[config.mk]
export PLATFORM = sky130hd
export DESIGN_NAME = ps2_scancode_rx_flat
export DESIGN_NICKNAME = d
export VERILOG_FILES = /design/src/rtl/ps2_pkg.sv /design/src/rtl/ps2_scancode_rx_if.sv /design/src/rtl/ps2_scancode_rx_line_filter.sv /design/src/rtl/ps2_scancode_rx.sv /design/src/flat_wrapper.sv
export SDC_FILE = /design/constraint.sdc
export NUM_CORES = 1
export LEC_CHECK = 0
export CAP_MARGIN = 25
export CELL_PAD_IN_SITES_DETAIL_PLACEMENT = 1
export CELL_PAD_IN_SITES_GLOBAL_PLACEMENT = 1
export CORE_MARGIN = 3
export CORE_UTILIZATION = 30
export CTS_BUF_LIST = sky130_fd_sc_hd__clkbuf_4
export DETAILED_ROUTE_END_ITERATION = 10
export PLACE_DENSITY_LB_ADDON = 0.1
export SLEW_MARGIN = 10
export SYNTH_ARGS = -nofsm -noshare
export SYNTH_HDL_FRONTEND = slang
export SYNTH_SLANG_ARGS = --single-unit
[constraint.sdc]
create_clock -name clk -period 4 [get_ports clk]
set_input_delay 0.6 -clock clk [delete_from_list [all_inputs] [get_ports clk]]
set_output_delay 0.6 -clock clk [all_outputs]
set_load 0.03 [all_outputs]
[src/rtl/ps2_pkg.sv]
// PS/2 scancode receiver: shared states and frame constants.
// Build option PS2_PARITY_CHECK_EN enables odd-parity checking.
package ps2_pkg;

   typedef enum logic [1:0] {
      IDLE,
      DATA,
      PARITY,
      STOP
   } ps2_state_t;

   localparam logic [7:0] PS2_EXT_PREFIX = 8'hE0;
   localparam logic [7:0] PS2_REL_PREFIX = 8'hF0;
   localparam int PS2_FRAME_DATA_BITS = 8;

endpackage

[src/rtl/ps2_scancode_rx_if.sv]
// PS/2 scancode receiver: decoded key-event bundle
// toward the system block.
interface ps2_scancode_rx_if;

   logic [7:0] scancode;
   logic       extended;
   logic       released;
   logic       kb_interrupt;
   logic       frame_err;

   modport master (
      output scancode, extended, released,
      output kb_interrupt, frame_err
   );

   modport slave (
      input scancode, extended, released,
      input kb_interrupt, frame_err
   );

endinterface

[src/rtl/ps2_scancode_rx_line_filter.sv]
// PS/2 line conditioning: pin synchronisers, clock glitch
// filter and falling-edge detect on the filtered clock.
module ps2_line_filter #(
   parameter int FILTER_LEN = 8
) (
   input  logic clk,
   input  logic rst_n,
   input  logic clk_raw,
   input  logic data_raw,
   output logic data_sync,
   output logic fall
);

   logic [1:0]            clk_ff;
   logic [1:0]            data_ff;
   logic [FILTER_LEN-1:0] hist;
   logic                  filt;
   logic                  filt_next;

   // synchronise pins and shift filter history; idle line is high
   always_ff @(posedge clk or negedge rst_n) begin
      if (!rst_n) begin
         clk_ff  <= '1;
         data_ff <= '1;
         hist    <= '1;
         filt    <= 1'b1;
      end else begin
         clk_ff  <= {clk_ff[0], clk_raw};
         data_ff <= {data_ff[0], data_raw};
         hist    <= {hist[FILTER_LEN-2:0], clk_ff[1]};
         filt    <= filt_next;
      end
   end

   // level changes only after FILTER_LEN agreeing samples
   always_comb begin
      filt_next = filt;
      if (hist == '0)
         filt_next = 1'b0;
      else if (&hist)
         filt_next = 1'b1;
   end

   assign fall      = filt & ~filt_next;
   assign data_sync = data_ff[1];

endmodule

[src/rtl/ps2_scancode_rx.sv]
// PS/2 keyboard receiver: deframes 11-bit frames and folds E0/F0
// prefixes into flags. Build option: PS2_PARITY_CHECK_EN.
module ps2_scancode_rx
   import ps2_pkg::*;
#(
   parameter int FILTER_LEN     = 8,
   parameter int TIMEOUT_CYCLES = 28000
) (
   input  logic clk,
   input  logic rst_n,
   input  logic clkps2,
   input  logic dataps2,
   ps2_scancode_rx_if.master ev
);

   localparam int TW = $clog2(TIMEOUT_CYCLES);
   localparam logic [TW-1:0] T_LAST = TW'(TIMEOUT_CYCLES - 1);
   localparam logic [2:0] LAST_BIT = 3'(PS2_FRAME_DATA_BITS - 1);

   logic data;
   logic fall;

   ps2_line_filter #(.FILTER_LEN(FILTER_LEN)) u_filter (
      .clk       (clk),
      .rst_n     (rst_n),
      .clk_raw   (clkps2),
      .data_raw  (dataps2),
      .data_sync (data),
      .fall      (fall)
   );

   ps2_state_t    state, state_n;
   logic [2:0]    bitcnt, bitcnt_n;
   logic [7:0]    shreg, shreg_n;
   logic [TW-1:0] tcnt, tcnt_n;
   logic          ext_pend, ext_pend_n;
   logic          rel_pend, rel_pend_n;
   logic [7:0]    code_q, code_n;
   logic          ext_q, ext_n;
   logic          rel_q, rel_n;
   logic          int_q, int_n;
   logic          err_q, err_n;
   logic          par_ok;
   logic          deliver;
   logic          drop;

`ifdef PS2_PARITY_CHECK_EN
   logic par, par_n;

   // parity bit is held until the stop bit decides the frame
   always_ff @(posedge clk or negedge rst_n) begin
      if (!rst_n)
         par <= 1'b0;
      else
         par <= par_n;
   end

   always_comb begin
      par_n = par;
      if (fall && state == PARITY)
         par_n = data;
   end

   assign par_ok = ^{shreg, par};
`else
   assign par_ok = 1'b1;
`endif

   // frame, timeout and event registers
   always_ff @(posedge clk or negedge rst_n) begin
      if (!rst_n) begin
         state    <= IDLE;
         bitcnt   <= '0;
         shreg    <= '0;
         tcnt     <= '0;
         ext_pend <= 1'b0;
         rel_pend <= 1'b0;
         code_q   <= '0;
         ext_q    <= 1'b0;
         rel_q    <= 1'b0;
         int_q    <= 1'b0;
         err_q    <= 1'b0;
      end else begin
         state    <= state_n;
         bitcnt   <= bitcnt_n;
         shreg    <= shreg_n;
         tcnt     <= tcnt_n;
         ext_pend <= ext_pend_n;
         rel_pend <= rel_pend_n;
         code_q   <= code_n;
         ext_q    <= ext_n;
         rel_q    <= rel_n;
         int_q    <= int_n;
         err_q    <= err_n;
      end
   end

   // frame FSM on filtered falls, timeout abort, prefix folding
   always_comb begin
      state_n    = state;
      bitcnt_n   = bitcnt;
      shreg_n    = shreg;
      tcnt_n     = tcnt;
      ext_pend_n = ext_pend;
      rel_pend_n = rel_pend;
      code_n     = code_q;
      ext_n      = ext_q;
      rel_n      = rel_q;
      int_n      = 1'b0;
      err_n      = 1'b0;
      deliver    = 1'b0;
      drop       = 1'b0;

      if (fall || state == IDLE)
         tcnt_n = '0;
      else if (tcnt != '1)
         tcnt_n = tcnt + 1'b1;

      if (!fall) begin
         if (state != IDLE && tcnt == T_LAST) begin
            state_n = IDLE;
            drop    = 1'b1;
         end
      end else begin
         unique case (state)
            IDLE: begin
               if (!data) begin
                  state_n  = DATA;
                  bitcnt_n = '0;
               end
            end
            DATA: begin
               shreg_n  = {data, shreg[7:1]};
               bitcnt_n = bitcnt + 1'b1;
               if (bitcnt == LAST_BIT)
                  state_n = PARITY;
            end
            PARITY: state_n = STOP;
            STOP: begin
               state_n = IDLE;
               if (data && par_ok)
                  deliver = 1'b1;
               else
                  drop = 1'b1;
            end
            default: state_n = IDLE;
         endcase
      end

      if (drop) begin
         err_n      = 1'b1;
         ext_pend_n = 1'b0;
         rel_pend_n = 1'b0;
      end else if (deliver) begin
         if (shreg == PS2_EXT_PREFIX) begin
            ext_pend_n = 1'b1;
         end else if (shreg == PS2_REL_PREFIX) begin
            rel_pend_n = 1'b1;
         end else begin
            code_n     = shreg;
            ext_n      = ext_pend;
            rel_n      = rel_pend;
            int_n      = 1'b1;
            ext_pend_n = 1'b0;
            rel_pend_n = 1'b0;
         end
      end
   end

   assign ev.scancode     = code_q;
   assign ev.extended     = ext_q;
   assign ev.released     = rel_q;
   assign ev.kb_interrupt = int_q;
   assign ev.frame_err    = err_q;

endmodule

[src/flat_wrapper.sv]
// flat-port wrapper written by rule: the top's interface ports become plain ports
module ps2_scancode_rx_flat import ps2_pkg::*;
#(
   parameter int FILTER_LEN     = 8,
   parameter int TIMEOUT_CYCLES = 28000
)
  (clk, rst_n, clkps2, dataps2, ev_scancode, ev_extended, ev_released, ev_kb_interrupt, ev_frame_err);
  ps2_scancode_rx_if ev_i ();
  input  logic clk;
  input  logic rst_n;
  input  logic clkps2;
  input  logic dataps2;
  output wire logic [$bits(ev_i.scancode)-1:0] ev_scancode;
  output wire logic [$bits(ev_i.extended)-1:0] ev_extended;
  output wire logic [$bits(ev_i.released)-1:0] ev_released;
  output wire logic [$bits(ev_i.kb_interrupt)-1:0] ev_kb_interrupt;
  output wire logic [$bits(ev_i.frame_err)-1:0] ev_frame_err;
  assign ev_scancode = ev_i.scancode;
  assign ev_extended = ev_i.extended;
  assign ev_released = ev_i.released;
  assign ev_kb_interrupt = ev_i.kb_interrupt;
  assign ev_frame_err = ev_i.frame_err;
  ps2_scancode_rx #(.FILTER_LEN(FILTER_LEN), .TIMEOUT_CYCLES(TIMEOUT_CYCLES)) u_core (.clk(clk), .rst_n(rst_n), .clkps2(clkps2), .dataps2(dataps2), .ev(ev_i));
endmodule
==> results of run 1 <==
registers in the layout (all words and copies together) (netlist names):
name,flops
u_core.bitcnt,3
u_core.ev.extended,1
u_core.ev.frame_err,1
u_core.ev.kb_interrupt,1
u_core.ev.released,1
u_core.ev.scancode,8
u_core.ext_pend,1
u_core.rel_pend,1
u_core.shreg,8
u_core.state,2
u_core.tcnt,15
u_core.u_filter.clk_ff,2
u_core.u_filter.data_ff,2
u_core.u_filter.filt,1
u_core.u_filter.hist,8
cells by family after synthesis:
| group | after synthesis | synth area share |
|---|---|---|
| AO/OA/AOI/OAI | 37 | 0.0937 |
| XOR/XNOR | 1 | 0.00349 |
| multiplexers | 20 | 0.0887 |
| AND/OR/NAND/NOR | 79 | 0.204 |
| buffers and inverters | 13 | 0.0204 |
| adder cells (fa/ha/maj) | 7 | 0.0349 |
| flip-flops | 55 | 0.555 |
how the worst max path moves through the flow:
stage                             endpoint
6_report                       ev_extended
5_1_grt        u_core.tcnt[10]$_DFFE_PN0P_
4_1_cts                        ev_extended
3_5_place_dp   u_core.tcnt[10]$_DFFE_PN0P_
3_3_place_gp   u_core.tcnt[10]$_DFFE_PN0P_
2_1_floorplan  u_core.tcnt[10]$_DFFE_PN0P_
per-layer routing:
layer,track usage,vias to the layer above
li1,-,832
met2,0.183,11
met5,0,-
met1,0.166,883
met4,0.0288,0
met3,0.0230,5
cell usage after synthesis (all sizes together):
cell | n | area share
dfstp | 13 | 0.14
dfrtp | 42 | 0.42
or2 | 2 | 0.0060
buf | 2 | 0.0040
nand3 | 6 | 0.012
o21bai | 1 | 0.0030
nand4bb | 2 | 0.0090
nor4 | 9 | 0.040
o32ai | 1 | 0.0035
a21oi | 10 | 0.020
o21ai | 7 | 0.014
xor2 | 1 | 0.0035
a211oi | 1 | 0.0030
nor3 | 9 | 0.018
nor2 | 15 | 0.025
or3 | 2 | 0.0050
nand2 | 11 | 0.016
nand4 | 8 | 0.028
a211o | 1 | 0.0035
mux2 | 18 | 0.081
ha | 7 | 0.035
and3 | 2 | 0.0050
a31o | 1 | 0.0035
nor2b | 1 | 0.0025
inv | 6 | 0.0090
clkbuf | 5 | 0.0075
o22ai | 1 | 0.0025
nand4b | 2 | 0.0070
mux2i | 2 | 0.0080
o31ai | 4 | 0.012
and4 | 1 | 0.0035
or4 | 5 | 0.015
and2 | 2 | 0.0050
a31oi | 6 | 0.015
o41ai | 1 | 0.0035
o311ai | 1 | 0.0035
a32oi | 2 | 0.0070
nor3b | 2 | 0.0060
stage by stage:
step	utilization	setup WS, ns	hold slack [ns]
after floorplan	-	2.18	0.304
after global placement	0.349	2.00	0.347
after detailed placement	0.349	1.97	0.349
after CTS	0.357	1.90	0.223
after global routing	0.357	1.81	0.233
final	0.357	1.94	0.207
power groups by stage:
stage	Clock (uW)	Combinational, uW	Sequential [uW]
global placement	0	25.2	589
CTS	289	25.3	580
global route	314	27.7	582
finish	270	23.9	580
detailed placement	0	25.4	590
floorplan	0	9.25	586
layout make-up:
cell class	count	area, sq um
multi-input cells	144	1070
well taps	102	128
clock inverters	3	25.0
repair buffers	17	160
fillers	881	5090
inverters	6	22.5
clock buffers	5	37.5
flip-flops and latches	55	1390
==> impl_metrics.toml, run 1 <==
[run_status]
status = "complete, no violations"

[sta]
slew_violations = 0
fin_skew_ns = 0.0224
max-slew-margin-rel = 0.497
timing_hold_violations_final = 0
rsz0062_at_grt = "false"
fin_setup_tns_ns = 0
fin_crit_sh = 0.514
setup_viol = 0
worstMarginPinSlew_ns = 0.744
fin_crit_ns = 2.06
max_freq_ghz = 0.486

[finish]
finalNetCount = 240
antennaDiodeCount = 0
instances_no_fill = 332
final_common_cell = "dfrtp_1"
final_cell_mix = "dfrtp_1 (42), nor2_1 (14), clkdlybuf4s50_1 (14)"
stdcell_area_sq_um = 2830
drive_above_1_share = 0.178
areaGrowthSynthToFinish_pct = 12.8

[global_routing]
grt_max_degree = 30
grt_overflow_total = 0
track_usage = 0.117
antenna_found_initial = 0
grt_pass1_wl_mm = 9.20
grt_pass1_vias = 1797

[critical_path]
crit_buf_inv = 1
rr_worst_depth = 5
startpoint = "u_core.ev.extended$_DFFE_PN0P_"
slowest_delay_ns = 0.67
cp.required_ns = 3.40
critPathTopFamily = "buffers and inverters"
crit_cells = 1
crit_type = "register to output port"
worst_ep_arrival_time_ns = 1.46
r2r_end = "u_core.tcnt[10]$_DFFE_PN0P_"
startpoint_type = "register"
crit_chain = "clkdlybuf4s50_1"
cp_max_fo = 2
reg2reg_from = "u_core.tcnt[0]$_DFFE_PN0P_"
reg2reg_slack_ns = 1.96
end_kind = "output port"
crit_path_top_delay_cell = "clkdlybuf4s50_1"

[yosys]
synthCells = 212
ys_warn_count = 0
synth-seq-cells = 55
ys_seq_area_frac = 0.555
syn_nets = 223
synth.distinct_cells = 44
synth_area_sq_um = 2510
avgSynthCellArea_sq_um = 11.8

[floorplanning]
dieHeight_microns = 97.5
start_util = 0.317
rows = 32
dieArea_sq_um = 9500
dieWidth_microns = 97.5
core_sq_um = 7930
io_pins = 16

[routing]
ant_nets = 0
first_iter_violations = 67
drc = 0
dr.pass1.iters = 4
route.met2.wl_mm = 2.47
detail_route.wirelength_mm = 5.24
wl_met3_microns = 103
wirelength_met1_mm = 2.61
via_per_inst = 5.21
top_layer = "met4"
vias = 1731
wire_per_inst_microns = 15.8

[cts]
cts_root_buf = "clkbuf_4"
holdBufCountCts = 0
numCtsBuffers = 5
clock_latency_ns = 0.39
clock_sinks = 55
cts_tree = "yes"
htreeDepth = 2
post_cts_buffers = 0
clkSlewWorstSetupHoldPaths_ns = 0.18
cts_buffer_depth = 2
ctsResizeCount = 0

[power]
p_clk_frac = 0.309
power_uw = 873
swShare = 0.255
p_leak_uw = 0.00117
internal-power_uw = 651
irDropWorstVdd_mv = 0.120
power.share.sequential = 0.664
p_switching_uw = 223
powerDensity_nw_per_um2 = 308
pwr-share-comb = 0.027

[placed_design]
post-dp-hpwl_mm = 3.68
place_inst = 324
routabilityCongestion = 0.733
place_area_sq_um = 2770
port_buffers = 15

[worst_hold_path]
min_path_type = "primary input to asynchronous set/reset pin"

[run]
cap_violations = 0
Power figures use the tool's default switching activity.
==> run 2, diff against run 1 <==
==> constraint.sdc (replaced) <==
create_clock -name clk -period 1.7 [get_ports clk]
set_input_delay 0.255 -clock clk [delete_from_list [all_inputs] [get_ports clk]]
set_output_delay 0.255 -clock clk [all_outputs]
set_load 0.03 [all_outputs]
==> run 2 against run 1 <==
Effect of this change: via count up 9.9%; worst setup slack got worse by 1.9 ns; die area unchanged; register-to-register slack worse by 2.0 ns; worst hold slack gained 0.036 ns; non-clock buffer count up 44; count of clock-buffer cells in the layout is the same; combinational power rose to 3.7 times the previous value; design area rose by 19%; sequential power increased by 130%; sequential cell count is the same.
==> impl_metrics.toml, run 2 (synthesis results as in run 1) <==
[sta]
max-slew-margin-rel = 0.784
fin_setup_tns_ns = 0
fin_crit_ns = 1.70
fin_crit_sh = 0.997
slew_violations = 0
fin_skew_ns = 0.0197
max_freq_ghz = 0.590
worstMarginPinSlew_ns = 0.324
setup_viol = 0
setup_slack_ns = 0.00457
timing_hold_violations_final = 0
rsz0062_at_grt = "true"
holdWs_ns = 0.243

[run]
cap_violations = 0

[cts]
clock_sinks = 55
cts_tree = "yes"
cts_buffer_depth = 2
clock_latency_ns = 0.41
clkSlewWorstSetupHoldPaths_ns = 0.17
htreeDepth = 2
numCtsBuffers = 5
cts_root_buf = "clkbuf_4"

[worst_hold_path]
holdPathStages = 1
min_path_type = "primary input to register"
min_from = "clkps2"
holdPathEnd = "u_core.u_filter.clk_ff[0]$_DFF_PN1_"

[floorplanning]
core_sq_um = 7930
dieWidth_microns = 97.5
start_util = 0.317
io_pins = 16
dieHeight_microns = 97.5
dieArea_sq_um = 9500
rows = 32

[finish]
finalNetCount = 284
n_fill_cell = 859
areaGrowthSynthToFinish_pct = 33.8
seq_area_sq_um = 1390
final_cell_mix = "dfrtp_1 (41), buf_4 (39), nor2_1 (13), dfstp_2 (13), dlygate4sd2_1 (11)"
final_common_cell = "dfrtp_1"
post-route-util = 0.424
instances_no_fill = 376
largest_register_ffs = 15
multi_input_area_sq_um = 1210
antennaDiodeCount = 0
drive_above_1_share = 0.420
largest_register = "u_core.tcnt"

[critical_path]
rr_worst_depth = 5
crit_cells = 5
end_kind = "register"
cp.required_ns = 2.00
crit_chain = "nor4_4 -> nand4_1 -> nor2_4 -> buf_12 -> mux2_4"
r2r_end = "u_core.ev.scancode[4]$_DFFE_PN0P_"
reg2reg_from = "u_core.u_filter.hist[1]$_DFF_PN1_"
crit_path_top_delay_cell = "dfstp_2"
slowest_delay_ns = 0.42
cp_max_fo = 10
crit_type = "register to register"
reg2reg_slack_ns = 0.005
crit_buf_inv = 1
critPathTopFamily = "simple AND/OR/NAND/NOR gates"
worst_ep_arrival_time_ns = 1.99
startpoint_type = "register"

[global_routing]
grt_overflow_total = 0
antenna_found_initial = 0
grt_pass1_vias = 1963
grt_pass1_wl_mm = 9.76
track_usage = 0.125
grt_max_degree = 56

[routing]
first_iter_violations = 48
vias = 1902
detail_route.wirelength_mm = 6.02
wire_per_inst_microns = 16.0
via_per_inst = 5.06
dr.pass1.iters = 4
drc = 0
ant_nets = 0

[power]
p_clk_frac = 0.311
pwr-share-comb = 0.043
power.share.sequential = 0.647
p_switching_uw = 542
powerDensity_nw_per_um2 = 625
internal-power_uw = 1560
p_leak_uw = 0.00151
swShare = 0.258
irDropWorstVdd_mv = 0.195

[placed_design]
port_buffers = 15
place_inst = 355
post-dp-hpwl_mm = 4.00
routabilityCongestion = 0.744
pre_cts_slack_ns = -0.111

[run_status]
status = "complete, no violations"
==> run 2: changes by cell type in the layout (fill, tap and decap cells not counted), moves of 4 or more <==
cell	change
buf_4	+37
clkdlybuf4s50_1	-12
dlygate4sd2_1	+11
mux2_1	-10
mux2_4	+10
buf_12	+4
nor4_1	-4
or4_1	-4
or4_4	+4
==> run 2: how the worst max path moves through the flow <==
stage / startpoint / to
after floorplan: u_core.u_filter.hist[1]$_DFF_PN1_ / u_core.ev.extended$_DFFE_PN0P_
after global placement: u_core.u_filter.hist[5]$_DFF_PN1_ / u_core.ev.scancode[6]$_DFFE_PN0P_
after detailed placement: u_core.u_filter.hist[1]$_DFF_PN1_ / u_core.ev.released$_DFFE_PN0P_
after CTS: u_core.tcnt[1]$_DFFE_PN0P_ / u_core.tcnt[8]$_DFFE_PN0P_
after global routing: u_core.u_filter.hist[5]$_DFF_PN1_ / u_core.ev.scancode[4]$_DFFE_PN0P_
final: u_core.u_filter.hist[1]$_DFF_PN1_ / u_core.ev.scancode[4]$_DFFE_PN0P_
==> run 2: through the flow <==
stage	cell area (sq um)	total power, uW
after CTS	3220	2150
after detailed placement	3050	1470
after floorplan	2520	1400
after global routing	3360	2200
final	3360	2100
after global placement	3050	1470
==> run 2: what timing repair did <==
item | in CTS | in global routing
endpoints found under the setup margin | 29 | 25
gates resized for setup | 23 | 24
pin swaps | 6 | 8
hold endpoints to repair | 42 | 0
setup buffers | 6 | 6
hold buffers | 1 | 0
==> run 2: metal layers <==
layer | vias to the layer above | global-route usage | share of wire
met2 | 12 | 0.203 | 0.50
met3 | 8 | 0.0215 | 0.018
met4 | 0 | 0.0415 | 0.014
met1 | 973 | 0.170 | 0.47
li1 | 909 | - | -
met5 | - | 0 | 0
==> run 2: final cells by class <==
cell class,count,area share
Inverter,6,0.00670
Clock inverter,3,0.00819
Timing Repair Buffer,61,0.161
Tap cell,102,0.0380
Multi-Input combinational cell,144,0.361
Sequential cell,55,0.415
Clock buffer,5,0.0112
==> run 2: power by group through the flow <==
stage          clock [uW]  sequential, uW  combinational, uW
2_1_floorplan           0            1380               21.8
3_3_place_gp            0            1380               87.0
3_5_place_dp            0            1380               87.2
4_1_cts               702            1360               89.3
5_1_grt               740            1360               99.4
6_report              652            1360               89.6
==> run 3, diff against run 2 <==
--- a/config.mk
+++ b/config.mk
@@ -13,6 +13,7 @@
 export CTS_BUF_LIST = sky130_fd_sc_hd__clkbuf_4
 export DETAILED_ROUTE_END_ITERATION = 10
 export PLACE_DENSITY_LB_ADDON = 0.1
+export SKIP_CTS_REPAIR_TIMING = 1
 export SLEW_MARGIN = 10
 export SYNTH_ARGS = -nofsm -noshare
 export SYNTH_HDL_FRONTEND = slang
==> constraint.sdc (replaced) <==
create_clock -name clk -period 1.7 [get_ports clk]
set_input_delay 0.255 -clock clk [delete_from_list [all_inputs] [get_ports clk]]
set_output_delay 0.255 -clock clk [all_outputs]
set_load 0.005 [all_outputs]
==> run 3 against run 2 <==
Effect of this change: clock power shrank 0.8%; the run now ends with setup timing left; core utilization shrank 0.62 points; largest cell class unchanged; cell count shrank 0.53%; first-iteration DRC count shrank 2.1%; largest power group unchanged.
==> impl_metrics.toml, run 3 (synthesis results as in run 1) <==
[critical_path]
cp_max_fo = 10
critPathTopFamily = "simple AND/OR/NAND/NOR gates"
crit_buf_inv = 1
rr_worst_depth = 5
crit_chain = "nor4_4 -> nand4_1 -> nor2_4 -> buf_12 -> mux2_1"
crit_type = "register to register"
crit_path_top_delay_cell = "dfstp_2"
cp.required_ns = 2.01
slowest_delay_ns = 0.42
worst_ep_arrival_time_ns = 2.06
reg2reg_from = "u_core.u_filter.hist[1]$_DFF_PN1_"
startpoint_type = "register"
reg2reg_slack_ns = -0.05
end_kind = "register"
r2r_end = "u_core.ev.released$_DFFE_PN0P_"

[floorplanning]
dieWidth_microns = 97.5
rows = 32
dieHeight_microns = 97.5
core_sq_um = 7930
io_pins = 16
dieArea_sq_um = 9500
start_util = 0.317

[run]
cap_violations = 0

[sta]
rsz0062_at_grt = "true"
setup_viol = 10
fin_crit_ns = 1.75
worstMarginPinSlew_ns = 0.313
fin_crit_sh = 1.03
setup_slack_ns = -0.0485
timing_hold_violations_final = 0
fin_skew_ns = 0.0167
slew_violations = 0
max-slew-margin-rel = 0.789
max_freq_ghz = 0.572

[run_status]
violations = "setup timing"
status = "complete, but fails checks"

[worst_hold_path]
min_path_type = "primary input to register"
holdPathEnd = "u_core.u_filter.clk_ff[0]$_DFF_PN1_"
min_from = "clkps2"
holdPathStages = 1

[placed_design]
place_inst = 355
post-dp-hpwl_mm = 4.00
port_buffers = 15
routabilityCongestion = 0.744

[finish]
areaGrowthSynthToFinish_pct = 31.8
largest_register_ffs = 15
instances_no_fill = 374
final_cell_mix = "dfrtp_1 (40), buf_4 (38), clkdlybuf4s50_1 (14)"
drive_above_1_share = 0.382
antennaDiodeCount = 0
final_common_cell = "dfrtp_1"
finalNetCount = 282
largest_register = "u_core.tcnt"

[power]
swShare = 0.257
pwr-share-comb = 0.044
irDropWorstVdd_mv = 0.193
p_switching_uw = 538
powerDensity_nw_per_um2 = 633
p_clk_frac = 0.309
power.share.sequential = 0.647
power_uw = 2100
p_leak_uw = 0.00140
internal-power_uw = 1560

[cts]
clock_latency_ns = 0.40
htreeDepth = 2
cts_buffer_depth = 2
cts_root_buf = "clkbuf_4"
numCtsBuffers = 5
clock_sinks = 55
clkSlewWorstSetupHoldPaths_ns = 0.18
cts_tree = "yes"

[global_routing]
grt_pass1_wl_mm = 9.45
met2_usage = 0.200
grt_pass1_vias = 1909
busiest_layer = "met2"
antenna_found_initial = 0
track_usage = 0.122
grt_use_met1 = 0.162
grt_max_degree = 56
use_met3 = 0.0215
grt_overflow_total = 0

[routing]
vias = 1900
dr.pass1.iters = 4
via_per_inst = 5.08
ant_nets = 0
first_iter_violations = 47
wire_per_inst_microns = 15.7
detail_route.wirelength_mm = 5.89
drc = 0
==> run 3: changes by cell type in the layout (fill, tap and decap cells not counted), moves of 6 or more <==
| cell | before | now |
|---|---|---|
| clkdlybuf4s50_1 | 2 | 14 |
| dlygate4sd2_1 | 11 | 0 |
| mux2_1 | 0 | 6 |
| mux2_4 | 10 | 4 |
==> run 3: power groups by stage <==
stage | Clock, uW | Combinational (uW) | Sequential, uW
after floorplan | 0 | 21.8 | 1380
after global placement | 0 | 87.0 | 1380
after detailed placement | 0 | 87.2 | 1380
after CTS | 702 | 87.5 | 1360
after global routing | 740 | 102 | 1360
final | 647 | 91.8 | 1360
==> run 3: worst max-delay path by stage <==
stage                                                  from                           endpoint  slack, ns  cells after the start
after floorplan           u_core.u_filter.hist[1]$_DFF_PN1_     u_core.ev.extended$_DFFE_PN0P_      -0.01                      4
after global placement    u_core.u_filter.hist[5]$_DFF_PN1_  u_core.ev.scancode[6]$_DFFE_PN0P_      -0.04                      4
after detailed placement  u_core.u_filter.hist[1]$_DFF_PN1_     u_core.ev.released$_DFFE_PN0P_      -0.11                      4
after CTS                 u_core.u_filter.hist[1]$_DFF_PN1_  u_core.ev.scancode[4]$_DFFE_PN0P_      -0.12                      4
after global routing      u_core.u_filter.hist[5]$_DFF_PN1_     u_core.ev.released$_DFFE_PN0P_      -0.09                      5
final                     u_core.u_filter.hist[1]$_DFF_PN1_     u_core.ev.released$_DFFE_PN0P_      -0.05                      5
==> run 3: stage by stage <==
stage	worst slack, ns	TNS [ns]	hold slack, ns	util	area (sq um)
2_1_floorplan	-0.0110	-0.120	-0.0406	-	2520
3_3_place_gp	-0.0369	-0.392	0.283	0.385	3050
3_5_place_dp	-0.111	-1.05	0.289	0.385	3050
4_1_cts	-0.120	-1.35	-0.195	0.393	3120
5_1_grt	-0.0882	-1.02	0.225	0.418	3310
6_report	-0.0485	-0.298	0.245	0.418	3310
==> run 3: layer usage <==
metal,share of wire,wire length (microns)
met4,0.014,83
met5,0,0
met1,0.48,2850
met3,0.018,104
met2,0.48,2860
==> run 3: final cells by class <==
class                           count  area [sq um]
Inverter                            6          22.5
Tap cell                          102           128
Fill cell                         862          4620
Clock buffer                        5          37.5
Clock inverter                      3          27.5
Sequential cell                    55          1400
Multi-Input combinational cell    144          1170
Timing Repair Buffer               59           532
